$ cat src/rtl/wb_load_store_master_if.sv
// Bundle of the CPU-side load/store handshake and the Wishbone B4 classic
// bus. The master modport is the view used by wb_load_store_master. The slave
// modport is the view used by whatever sits around it: the CPU side and the
// memory/peripheral slave.
interface wb_load_store_master_if;
    // Request side: a request is taken on any rising edge where req_valid_i and
    // req_ready_o are both high. The request fields only need to be stable at
    // that edge. Response side: rsp_valid_o is a one-cycle pulse and cannot be
    // stalled. rsp_err_o and rsp_rdata_o are meaningful only while it is high.
    logic        req_valid_i;
    logic        req_ready_o;
    logic        req_we_i;
    logic [31:0] req_addr_i;
    logic [1:0]  req_size_i;
    logic        req_signed_i;
    logic [31:0] req_wdata_i;
    logic        rsp_valid_o;
    logic [31:0] rsp_rdata_o;
    logic        rsp_err_o;
    // Wishbone classic
    logic        cyc_o;
    logic        stb_o;
    logic        we_o;
    logic [31:0] adr_o;
    logic [3:0]  sel_o;
    logic [31:0] dat_o;
    logic [31:0] dat_i;
    logic        ack_i;
    logic        err_i;
    logic        rty_i;

    modport master (
        input  req_valid_i, req_we_i, req_addr_i, req_size_i, req_signed_i, req_wdata_i,
        output req_ready_o, rsp_valid_o, rsp_rdata_o, rsp_err_o,
        output cyc_o, stb_o, we_o, adr_o, sel_o, dat_o,
        input  dat_i, ack_i, err_i, rty_i
    );

    modport slave (
        output req_valid_i, req_we_i, req_addr_i, req_size_i, req_signed_i, req_wdata_i,
        input  req_ready_o, rsp_valid_o, rsp_rdata_o, rsp_err_o,
        input  cyc_o, stb_o, we_o, adr_o, sel_o, dat_o,
        output dat_i, ack_i, err_i, rty_i
    );
endinterface

$ cat src/rtl/wb_load_store_master.sv
// Wishbone B4 classic master for single CPU loads and stores (byte, half or
// word). Each request becomes one bus cycle. The block builds the byte selects
// and replicates store data across the lanes. It extracts and extends load
// data. It reports misalignment, slave error, retry exhaustion and timeout as
// an error response. dbg_state_o mirrors the FSM state
// (0 IDLE, 1 BUS, 2 GAP, 3 RESP).
module wb_load_store_master #(
    parameter int TIMEOUT_CYCLES = 255,
    parameter int MAX_RETRIES    = 3
) (
    input  logic                   clk_i,
    input  logic                   rst_ni,
    wb_load_store_master_if.master bus,
    output logic [1:0]             dbg_state_o
);

    localparam int              RW       = (MAX_RETRIES < 1) ? 1 : $clog2(MAX_RETRIES + 1);
    localparam logic [RW-1:0]   RTY_MAX  = RW'(MAX_RETRIES);
    localparam logic [15:0]     TMO_LAST = 16'(TIMEOUT_CYCLES - 1);

    typedef enum logic [1:0] {
        S_IDLE = 2'd0,
        S_BUS  = 2'd1,
        S_GAP  = 2'd2,
        S_RESP = 2'd3
    } state_e;

    state_e          state_q, state_d;
    logic            we_q, we_d;
    logic [31:0]     addr_q, addr_d;
    logic [1:0]      size_q, size_d;
    logic            signed_q, signed_d;
    logic [3:0]      sel_q, sel_d;
    logic [31:0]     wdata_q, wdata_d;
    logic [31:0]     rdata_q, rdata_d;
    logic            err_q, err_d;
    logic [15:0]     tmo_cnt_q, tmo_cnt_d;
    logic [RW-1:0]   rty_cnt_q, rty_cnt_d;

    // Byte lanes touched by an access. An illegal size selects no lane.
    function automatic logic [3:0] lane_sel(input logic [1:0] size, input logic [1:0] a);
        logic [3:0] s;
        s = 4'b0000;
        case (size)
            2'b00:   s = 4'b0001 << a;
            2'b01:   s = a[1] ? 4'b1100 : 4'b0011;
            2'b10:   s = 4'b1111;
            default: s = 4'b0000;
        endcase
        return s;
    endfunction

    // Store data is copied onto every lane, so the slave finds it under sel_o.
    function automatic logic [31:0] lane_data(input logic [1:0] size, input logic [31:0] d);
        logic [31:0] r;
        r = d;
        case (size)
            2'b00:   r = {4{d[7:0]}};
            2'b01:   r = {2{d[15:0]}};
            default: r = d;
        endcase
        return r;
    endfunction

    // Move the addressed lane(s) of the bus word down to bit 0 and extend.
    function automatic logic [31:0] load_extract(input logic [31:0] w, input logic [1:0] a,
                                                 input logic [1:0] size, input logic sgn);
        logic [31:0] sh;
        logic [31:0] r;
        sh = 32'h0;
        r  = w;
        case (size)
            2'b00: begin
                sh = w >> {a, 3'b000};
                r  = sgn ? {{24{sh[7]}}, sh[7:0]} : {24'h0, sh[7:0]};
            end
            2'b01: begin
                sh = w >> {a[1], 4'b0000};
                r  = sgn ? {{16{sh[15]}}, sh[15:0]} : {16'h0, sh[15:0]};
            end
            default: r = w;
        endcase
        return r;
    endfunction

    // Request fields are captured on acceptance and left untouched until the
    // next acceptance. The bus therefore sees stable values in BUS and GAP.
    always_comb begin
        state_d   = state_q;
        we_d      = we_q;
        addr_d    = addr_q;
        size_d    = size_q;
        signed_d  = signed_q;
        sel_d     = sel_q;
        wdata_d   = wdata_q;
        rdata_d   = rdata_q;
        err_d     = err_q;
        tmo_cnt_d = tmo_cnt_q;
        rty_cnt_d = rty_cnt_q;

        case (state_q)
            S_IDLE: begin
                if (bus.req_valid_i) begin
                    we_d      = bus.req_we_i;
                    addr_d    = bus.req_addr_i;
                    size_d    = bus.req_size_i;
                    signed_d  = bus.req_signed_i;
                    sel_d     = lane_sel(bus.req_size_i, bus.req_addr_i[1:0]);
                    wdata_d   = lane_data(bus.req_size_i, bus.req_wdata_i);
                    rdata_d   = 32'h0;
                    err_d     = 1'b0;
                    tmo_cnt_d = 16'h0;
                    rty_cnt_d = '0;
                    if ((bus.req_size_i == 2'b11) ||
                        (bus.req_size_i == 2'b01 && bus.req_addr_i[0]) ||
                        (bus.req_size_i == 2'b10 && bus.req_addr_i[1:0] != 2'b00)) begin
                        err_d   = 1'b1;
                        state_d = S_RESP;
                    end else begin
                        state_d = S_BUS;
                    end
                end
            end
            S_BUS: begin
                if (bus.err_i) begin
                    err_d   = 1'b1;
                    state_d = S_RESP;
                end else if (bus.ack_i) begin
                    if (!we_q) begin
                        rdata_d = load_extract(bus.dat_i, addr_q[1:0], size_q, signed_q);
                    end
                    state_d = S_RESP;
                end else if (bus.rty_i) begin
                    if (rty_cnt_q < RTY_MAX) begin
                        rty_cnt_d = rty_cnt_q + RW'(1);
                        state_d   = S_GAP;
                    end else begin
                        err_d   = 1'b1;
                        state_d = S_RESP;
                    end
                end else if (tmo_cnt_q == TMO_LAST) begin
                    err_d   = 1'b1;
                    state_d = S_RESP;
                end else begin
                    tmo_cnt_d = tmo_cnt_q + 16'h1;
                end
            end
            S_GAP: begin
                tmo_cnt_d = 16'h0;
                state_d   = S_BUS;
            end
            S_RESP: begin
                state_d = S_IDLE;
            end
            default: state_d = S_IDLE;
        endcase
    end

    // State and request registers. Reset abandons any transfer in flight.
    always_ff @(posedge clk_i) begin
        if (!rst_ni) begin
            state_q   <= S_IDLE;
            we_q      <= 1'b0;
            addr_q    <= 32'h0;
            size_q    <= 2'b00;
            signed_q  <= 1'b0;
            sel_q     <= 4'h0;
            wdata_q   <= 32'h0;
            rdata_q   <= 32'h0;
            err_q     <= 1'b0;
            tmo_cnt_q <= 16'h0;
            rty_cnt_q <= '0;
        end else begin
            state_q   <= state_d;
            we_q      <= we_d;
            addr_q    <= addr_d;
            size_q    <= size_d;
            signed_q  <= signed_d;
            sel_q     <= sel_d;
            wdata_q   <= wdata_d;
            rdata_q   <= rdata_d;
            err_q     <= err_d;
            tmo_cnt_q <= tmo_cnt_d;
            rty_cnt_q <= rty_cnt_d;
        end
    end

    // Outputs decode straight from registered state. cyc/stb are high only in BUS.
    always_comb begin
        bus.req_ready_o = (state_q == S_IDLE);
        bus.rsp_valid_o = (state_q == S_RESP);
        bus.rsp_err_o   = (state_q == S_RESP) && err_q;
        bus.rsp_rdata_o = (state_q == S_RESP) ? rdata_q : 32'h0;
        bus.cyc_o       = (state_q == S_BUS);
        bus.stb_o       = (state_q == S_BUS);
        bus.we_o        = (state_q == S_BUS) && we_q;
        bus.adr_o       = {addr_q[31:2], 2'b00};
        bus.sel_o       = sel_q;
        bus.dat_o       = wdata_q;
        dbg_state_o     = state_q;
    end

endmodule

$ cat src/flat_wrapper.sv
// flat-port wrapper written by rule: the top's interface ports become plain ports
module wb_load_store_master_flat 
#(
    parameter int TIMEOUT_CYCLES = 255,
    parameter int MAX_RETRIES    = 3
)
  (clk_i, rst_ni, dbg_state_o, bus_req_valid_i, bus_req_we_i, bus_req_addr_i, bus_req_size_i, bus_req_signed_i, bus_req_wdata_i, bus_req_ready_o, bus_rsp_valid_o, bus_rsp_rdata_o, bus_rsp_err_o, bus_cyc_o, bus_stb_o, bus_we_o, bus_adr_o, bus_sel_o, bus_dat_o, bus_dat_i, bus_ack_i, bus_err_i, bus_rty_i);
  wb_load_store_master_if bus_i ();
  input  logic clk_i;
  input  logic rst_ni;
  output logic [1:0] dbg_state_o;
  input wire logic [$bits(bus_i.req_valid_i)-1:0] bus_req_valid_i;
  input wire logic [$bits(bus_i.req_we_i)-1:0] bus_req_we_i;
  input wire logic [$bits(bus_i.req_addr_i)-1:0] bus_req_addr_i;
  input wire logic [$bits(bus_i.req_size_i)-1:0] bus_req_size_i;
  input wire logic [$bits(bus_i.req_signed_i)-1:0] bus_req_signed_i;
  input wire logic [$bits(bus_i.req_wdata_i)-1:0] bus_req_wdata_i;
  output wire logic [$bits(bus_i.req_ready_o)-1:0] bus_req_ready_o;
  output wire logic [$bits(bus_i.rsp_valid_o)-1:0] bus_rsp_valid_o;
  output wire logic [$bits(bus_i.rsp_rdata_o)-1:0] bus_rsp_rdata_o;
  output wire logic [$bits(bus_i.rsp_err_o)-1:0] bus_rsp_err_o;
  output wire logic [$bits(bus_i.cyc_o)-1:0] bus_cyc_o;
  output wire logic [$bits(bus_i.stb_o)-1:0] bus_stb_o;
  output wire logic [$bits(bus_i.we_o)-1:0] bus_we_o;
  output wire logic [$bits(bus_i.adr_o)-1:0] bus_adr_o;
  output wire logic [$bits(bus_i.sel_o)-1:0] bus_sel_o;
  output wire logic [$bits(bus_i.dat_o)-1:0] bus_dat_o;
  input wire logic [$bits(bus_i.dat_i)-1:0] bus_dat_i;
  input wire logic [$bits(bus_i.ack_i)-1:0] bus_ack_i;
  input wire logic [$bits(bus_i.err_i)-1:0] bus_err_i;
  input wire logic [$bits(bus_i.rty_i)-1:0] bus_rty_i;
  assign bus_i.req_valid_i = bus_req_valid_i;
  assign bus_i.req_we_i = bus_req_we_i;
  assign bus_i.req_addr_i = bus_req_addr_i;
  assign bus_i.req_size_i = bus_req_size_i;
  assign bus_i.req_signed_i = bus_req_signed_i;
  assign bus_i.req_wdata_i = bus_req_wdata_i;
  assign bus_req_ready_o = bus_i.req_ready_o;
  assign bus_rsp_valid_o = bus_i.rsp_valid_o;
  assign bus_rsp_rdata_o = bus_i.rsp_rdata_o;
  assign bus_rsp_err_o = bus_i.rsp_err_o;
  assign bus_cyc_o = bus_i.cyc_o;
  assign bus_stb_o = bus_i.stb_o;
  assign bus_we_o = bus_i.we_o;
  assign bus_adr_o = bus_i.adr_o;
  assign bus_sel_o = bus_i.sel_o;
  assign bus_dat_o = bus_i.dat_o;
  assign bus_i.dat_i = bus_dat_i;
  assign bus_i.ack_i = bus_ack_i;
  assign bus_i.err_i = bus_err_i;
  assign bus_i.rty_i = bus_rty_i;
  wb_load_store_master #(.TIMEOUT_CYCLES(TIMEOUT_CYCLES), .MAX_RETRIES(MAX_RETRIES)) u_core (.clk_i(clk_i), .rst_ni(rst_ni), .bus(bus_i), .dbg_state_o(dbg_state_o));
endmodule
$ cat config.mk
export PLATFORM = sky130hd
export DESIGN_NAME = wb_load_store_master_flat
export DESIGN_NICKNAME = d
export VERILOG_FILES = /design/src/rtl/wb_load_store_master_if.sv /design/src/rtl/wb_load_store_master.sv /design/src/flat_wrapper.sv
export SDC_FILE = /design/constraint.sdc
export NUM_CORES = 1
export LEC_CHECK = 0
export ABC_CLOCK_PERIOD_IN_PS = 3800
export CELL_PAD_IN_SITES_DETAIL_PLACEMENT = 0
export CELL_PAD_IN_SITES_GLOBAL_PLACEMENT = 2
export CORE_MARGIN = 3
export CORE_UTILIZATION = 29
export CTS_BUF_LIST = sky130_fd_sc_hd__clkbuf_8
export CTS_CLUSTER_SIZE = 24
export DETAILED_ROUTE_END_ITERATION = 8
export PLACE_DENSITY = 0.95
export SLEW_MARGIN = 20
export SYNTH_ARGS = -nofsm -noshare
export SYNTH_HDL_FRONTEND = slang
export SYNTH_SLANG_ARGS = --single-unit
$ cat constraint.sdc
create_clock -name clk_i -period 3.8 [get_ports clk_i]
set_input_delay 0.38 -clock clk_i [delete_from_list [all_inputs] [get_ports clk_i]]
set_output_delay 0.38 -clock clk_i [all_outputs]
set_load 0.01 [all_outputs]
Yosys cells after proc, flatten, opt, wreduce, memory -nomap -nowiden
Cells that the tools add are included.

Bits in registers: 125. Bits in latches: 0. Bits in writable memories: 0. ROM bits: 0. Output and inout port bits: 108. Logic and storage cells: 96. Memories: 0.

$add $sub $neg: 2. Multipliers: 0. Div/mod/pow operators: 0. Magnitude comparators: 1. Equality and inequality tests: 21. Shifts and indexed selects: 3. Mux-type cells: 40. Bitwise logic cells: 0. Reduce and logical (&&, ||, !) cells: 18.

Operators with widths (count): $mux 32 (7); $pmux 32 s2 (3); $mux 16 (5); $pmux 16 s3 (1); $shr 32x5->16 (1); $shr 32x5->8 (1); $mux 2 (11); $add 16x1->16 const B (1); $eq 16x8->1 const B (1); $ne 2x2->1 const B (6); $pmux 4 s3 (1); $reduce_and 6->1 (2); $reduce_and 5->1 (2); $eq 2x2->1 const B (4); $mux 1 (8); $pmux 2 s4 (1); $eq 2x1->1 const B (3); $logic_not 2->1 (3); $ne 2x1->1 const B (3); $ne 5x1->1 const B (1); $logic_and 1x1->1 (4); $mux 4 (1); $ne 4x1->1 const B (1); $ne 4x4->1 const B (1); other kinds (10) (13).

Logic depth before layout (Yosys ltp)
Depth in word-level cells: 7. Depth in mapped cells: 8. Mapped depth without buffers: 6.

Worst setup path after synthesis
OpenSTA, ideal clock, no wires.

Kind: register -> register. From: register u_core.tmo_cnt_q[0]. To: register u_core.err_q. Library setup time: 0.072 ns. Arrival time: 1.925 ns. Data required time: 3.728 ns. Path slack: 1.803 ns. Stages on the path, launching flop included: 7. Path buffers: 0. Clock period less this slack: 1.997 ns. Path through: dfxtp_1 > inv_1 > ha_1 > or4b_4 > or4_4 > a211oi_2 > mux2i_1.

Word-level cells in the longest chain between the ends: 3.

RTL lines: start, declared (RTL line wb_load_store_master.sv:37) `logic [15:0] tmo_cnt_q, tmo_cnt_d;`; start signal, assigned (RTL line wb_load_store_master.sv:183) `tmo_cnt_q <= tmo_cnt_d;`; $eq 16x8->1 (RTL line wb_load_store_master.sv:141) `end else if (tmo_cnt_q == TMO_LAST) begin`; $ne 4x1->1 (no line); $reduce_and 5->1 (no line); end signal, assigned (RTL line wb_load_store_master.sv:182) `err_q <= err_d;`; end, declared (RTL line wb_load_store_master.sv:36) `logic err_q, err_d;`.

No other way between the ends. A chain may end at the register's enable or synchronous reset.

Worst setup path in the final report
From: register u_core.state_q[0], in the netlist u_core.dbg_state_o[0]. To: output port bus_we_o.

Word-level cells in the longest chain between the ends: 2.

RTL lines: start, declared (RTL line wb_load_store_master.sv:28) `state_e state_q, state_d;`; start signal, assigned (RTL line wb_load_store_master.sv:174) `state_q <= state_d;`; $eq 2x1->1 (RTL line wb_load_store_master.sv:196) `bus.we_o = (state_q == S_BUS) && we_q;`; $logic_and 1x1->1 (RTL line wb_load_store_master.sv:196); end, declared (RTL line flat_wrapper.sv:24) `output wire logic [$bits(bus_i.we_o)-1:0] bus_we_o;`.

No other way between the ends.

==> results.md <==
- Site row count: 53
- Pleak: 3.37 nW
- Root buffer cell: clkbuf_8
- CP arrival: 2.47 ns
- Cell variety after synth: 53
- Cell area after synthesis: 6360 sq um
- Yosys reg bits: 125
- Comb pwr share: about a fifth
- Hold-critical path depth: 2
- GRT Overall Usage: 15.8%
- Hold Vio Cnt, Final: 0
- Mapped Cells: 757
- Post-DRT Antenna Nets: 0
- Register-to-Register Path Depth: 5
- Pre-CTS setup slack: 1.16 ns
- Maximum VDD drop: just over 0.2 mV
- Vias: around 5.8k
- Slew HR: between 20% and 30%
- CTS sink count: 125
- TritonCTS clock tree: done
- Post-route cell area: about 9000 sq um
- Setup_tns: 0 ns
- Status: complete, no violations
- Number of global-route vias before repair: 5,554
- Most frequent cells in the layout: clkdlybuf4s50_1 (210), nand2_1 (164), dfxtp_1 (125)
- Buf/Inv on CP: 2
- First-pass DRT Iterations: 4
- Core box area: 21,300 sq um
- Register area: 2500 sq um
- Cts repair resizes: 0
- Sw Share: 29.0%
- Tcrit/Tclk final: about three quarters
- Die H: 154 um
- Max-slew violations: 0
- Layout cells sized above 1: under 10%
- Number of fillers in the final layout: 2,139
- Clk buf depth: 2
- Critical Path Fanout Max: 29
- Clock power share: 36.5%
- First-pass GRT wire length: roughly 30,000 um
- Synth warn: 0
- CP max-delay cell: dfxtp_1
- Post-DR vias/cell: ~5
- Asr flop ratio synth: 0%
- Post-CTS Setup Repair Bufs: 0
- Initial antenna violation count: 0
- CP Capture Type: output pin
- Worst Max-Slew Pin Slew: 1.06 ns
- Final setup margin: 0.955 ns
- Die ar.: 23,700 sq um
- Max Freq: 351 MHz
- Final Setup Violations: 0
- Multi-input gate area: roughly 3400 sq um
- P_int: 0.00233 W
- Levels on crit path: 4
- Grt ovf: 0
- Hold_buf cts: 0
- Worst Path Required: 3.42 ns
- Placed Instance Area: around 8400 sq um
- Clk_lat worst skew: 0.45 ns
- Worst hold path class: input port to register
- Area growth, synth to finish: 38.9%
- H-tree levels: 4
- RD Place Congestion: 0.799
- Total net switching power: ~0.00095 W
- EDFF count, synth: 0
- Worst path max stage delay: around 0.83 ns
- Starting DRC count in detailed routing: 260
- Tmin final: 2.85 ns
- Worst Setup Start Kind: register
- WL/cell: 16.3 um
- Register area share after synthesis: 39.4%
- Nets: 1,013
- Crit path max-delay family: buffers and inverters
- Crit path cell chain: nand2b_1 > inv_1 > and2_1 > clkdlybuf4s50_1
- Top Ports: between 200 and 250
- Reg power frac: 43.8%
- Unrepaired setup endpoints after global routing: false
- IO Port Bufs: 211
- Clk pin slew, worst setup/hold paths: 0.07 ns
- Commonest non-fill, non-tap cell in the layout: clkdlybuf4s50_1
- Synth Flop Type: dfxtp_1
- Worst setup path category: register to output pin
- Pwr per Cell Area: 371 nW/um^2
- Clk_skew: roughly 0.017 ns
- Antenna cells: 0
- Initial core utilization: ~30%
- Largest net degree at the start of global routing: between 80 and 90
- Post-detail-place hpwl: 13,600 um
- DRC viols: 0
- CTS Buf Count: 17
- Average cell area after synthesis: 8.40 sq um
- Die Wd: 154 um
- Max Cap Violations: 0
- Wirelength, routed: 19,400 um
## synth_stat cells, drive strengths merged (2+ instances only)
cell | count | area [sq um]
a21boi | 60 | 450
a21oi | 14 | 70.1
a22oi | 4 | 30.0
a31oi | 2 | 12.5
a32o | 24 | 240
and2 | 6 | 37.5
and3 | 35 | 219
buf | 47 | 307
clkbuf | 46 | 173
dfxtp | 125 | 2500
ha | 3 | 37.5
inv | 7 | 26.3
mux2 | 10 | 113
mux2i | 28 | 280
nand2 | 164 | 616
nand2b | 40 | 250
nand3 | 12 | 60.1
nand4 | 6 | 37.5
nor2 | 8 | 30.0
nor2b | 10 | 62.6
nor3 | 6 | 30.0
nor3b | 2 | 15.0
nor4 | 3 | 25.0
o211a | 16 | 160
o21ai | 29 | 145
o21bai | 3 | 22.5
o221ai | 4 | 35.0
o22ai | 2 | 12.5
o2bb2ai | 4 | 35.0
o31ai | 7 | 52.6
o41ai | 2 | 25.0
or3 | 3 | 18.8
or3b | 2 | 17.5
or4 | 9 | 71.3
or4b | 2 | 23.8
## routing by layer
layer | GRT usage [%] | vias up | wire, um | share of wire (%)
met2 | 23.6 | 161 | 8600 | 44
met3 | 7.18 | 20 | 1780 | 9.2
met4 | 4.67 | 0 | 289 | 1.5
met5 | 0 | - | 0 | 0
met1 | 20.5 | 2710 | 8740 | 45
li1 | - | 2926 | - | -
## state kept, by name, summed over array words and instances (netlist names), 2 cells and up
signal              flops
u_core.rty_cnt_q        2
u_core.bus.sel_o        4
u_core.tmo_cnt_q       16
u_core.size_q           2
u_core.dbg_state_o      2
u_core.addr_q          32
u_core.rdata_q         32
u_core.bus.dat_o       32
## power groups by stage
stage,clock [W],combinational (W),sequential [W]
3_5_place_dp,0,0.000654,0.00146
2_1_floorplan,0,0.000344,0.00146
5_1_grt,0.00130,0.000710,0.00145
6_report,0.00120,0.000648,0.00143
4_1_cts,0.00125,0.000658,0.00144
3_3_place_gp,0,0.000655,0.00146
## cell families after synthesis
family	share of synthesized area, %
other	0.0590
DFF	39.4
muxes	6.54
buffers and inverters	7.95
AOI/OAI and AO/OA	21.0
and+or+nand+nor	24.5
adders and majority gates	0.591
## cell type report
type / instances / share of cell area [%]
repair buffers: 220 / 24.8
flip-flops and latches: 125 / 28.3
inverters: 7 / 0.298
well taps: 275 / 3.90
clock inverters: 13 / 1.59
multi-input cells: 533 / 38.1
clock buffers: 19 / 2.96
## stage by stage
| step | cells | utilization (%) | hold WS, ns | power (W) |
|---|---|---|---|---|
| floorplan | 758 | - | 0.424 | 0.00180 |
| global placement | 1160 | 39.5 | 0.441 | 0.00212 |
| detailed placement | 1160 | 39.5 | 0.451 | 0.00212 |
| CTS | 1192 | 41.4 | 0.304 | 0.00334 |
| global route | 1192 | 41.5 | 0.323 | 0.00345 |
| finish | 1192 | 41.5 | 0.344 | 0.00328 |
## path summary, 6_finish.rpt
check | startpoint | endpoint | slack (ns)
worst max-delay path | u_core.dbg_state_o[0] | bus_we_o | 0.95
worst min-delay path | rst_ni | u_core.rdata_q[1] | 0.34
worst max register to register | u_core.dbg_state_o[0] | u_core.rdata_q[4] | 1.14
worst min register to register | u_core.rdata_q[7] | u_core.rdata_q[7] | 0.46
Note: power is estimated with default switching activity, not from simulation.
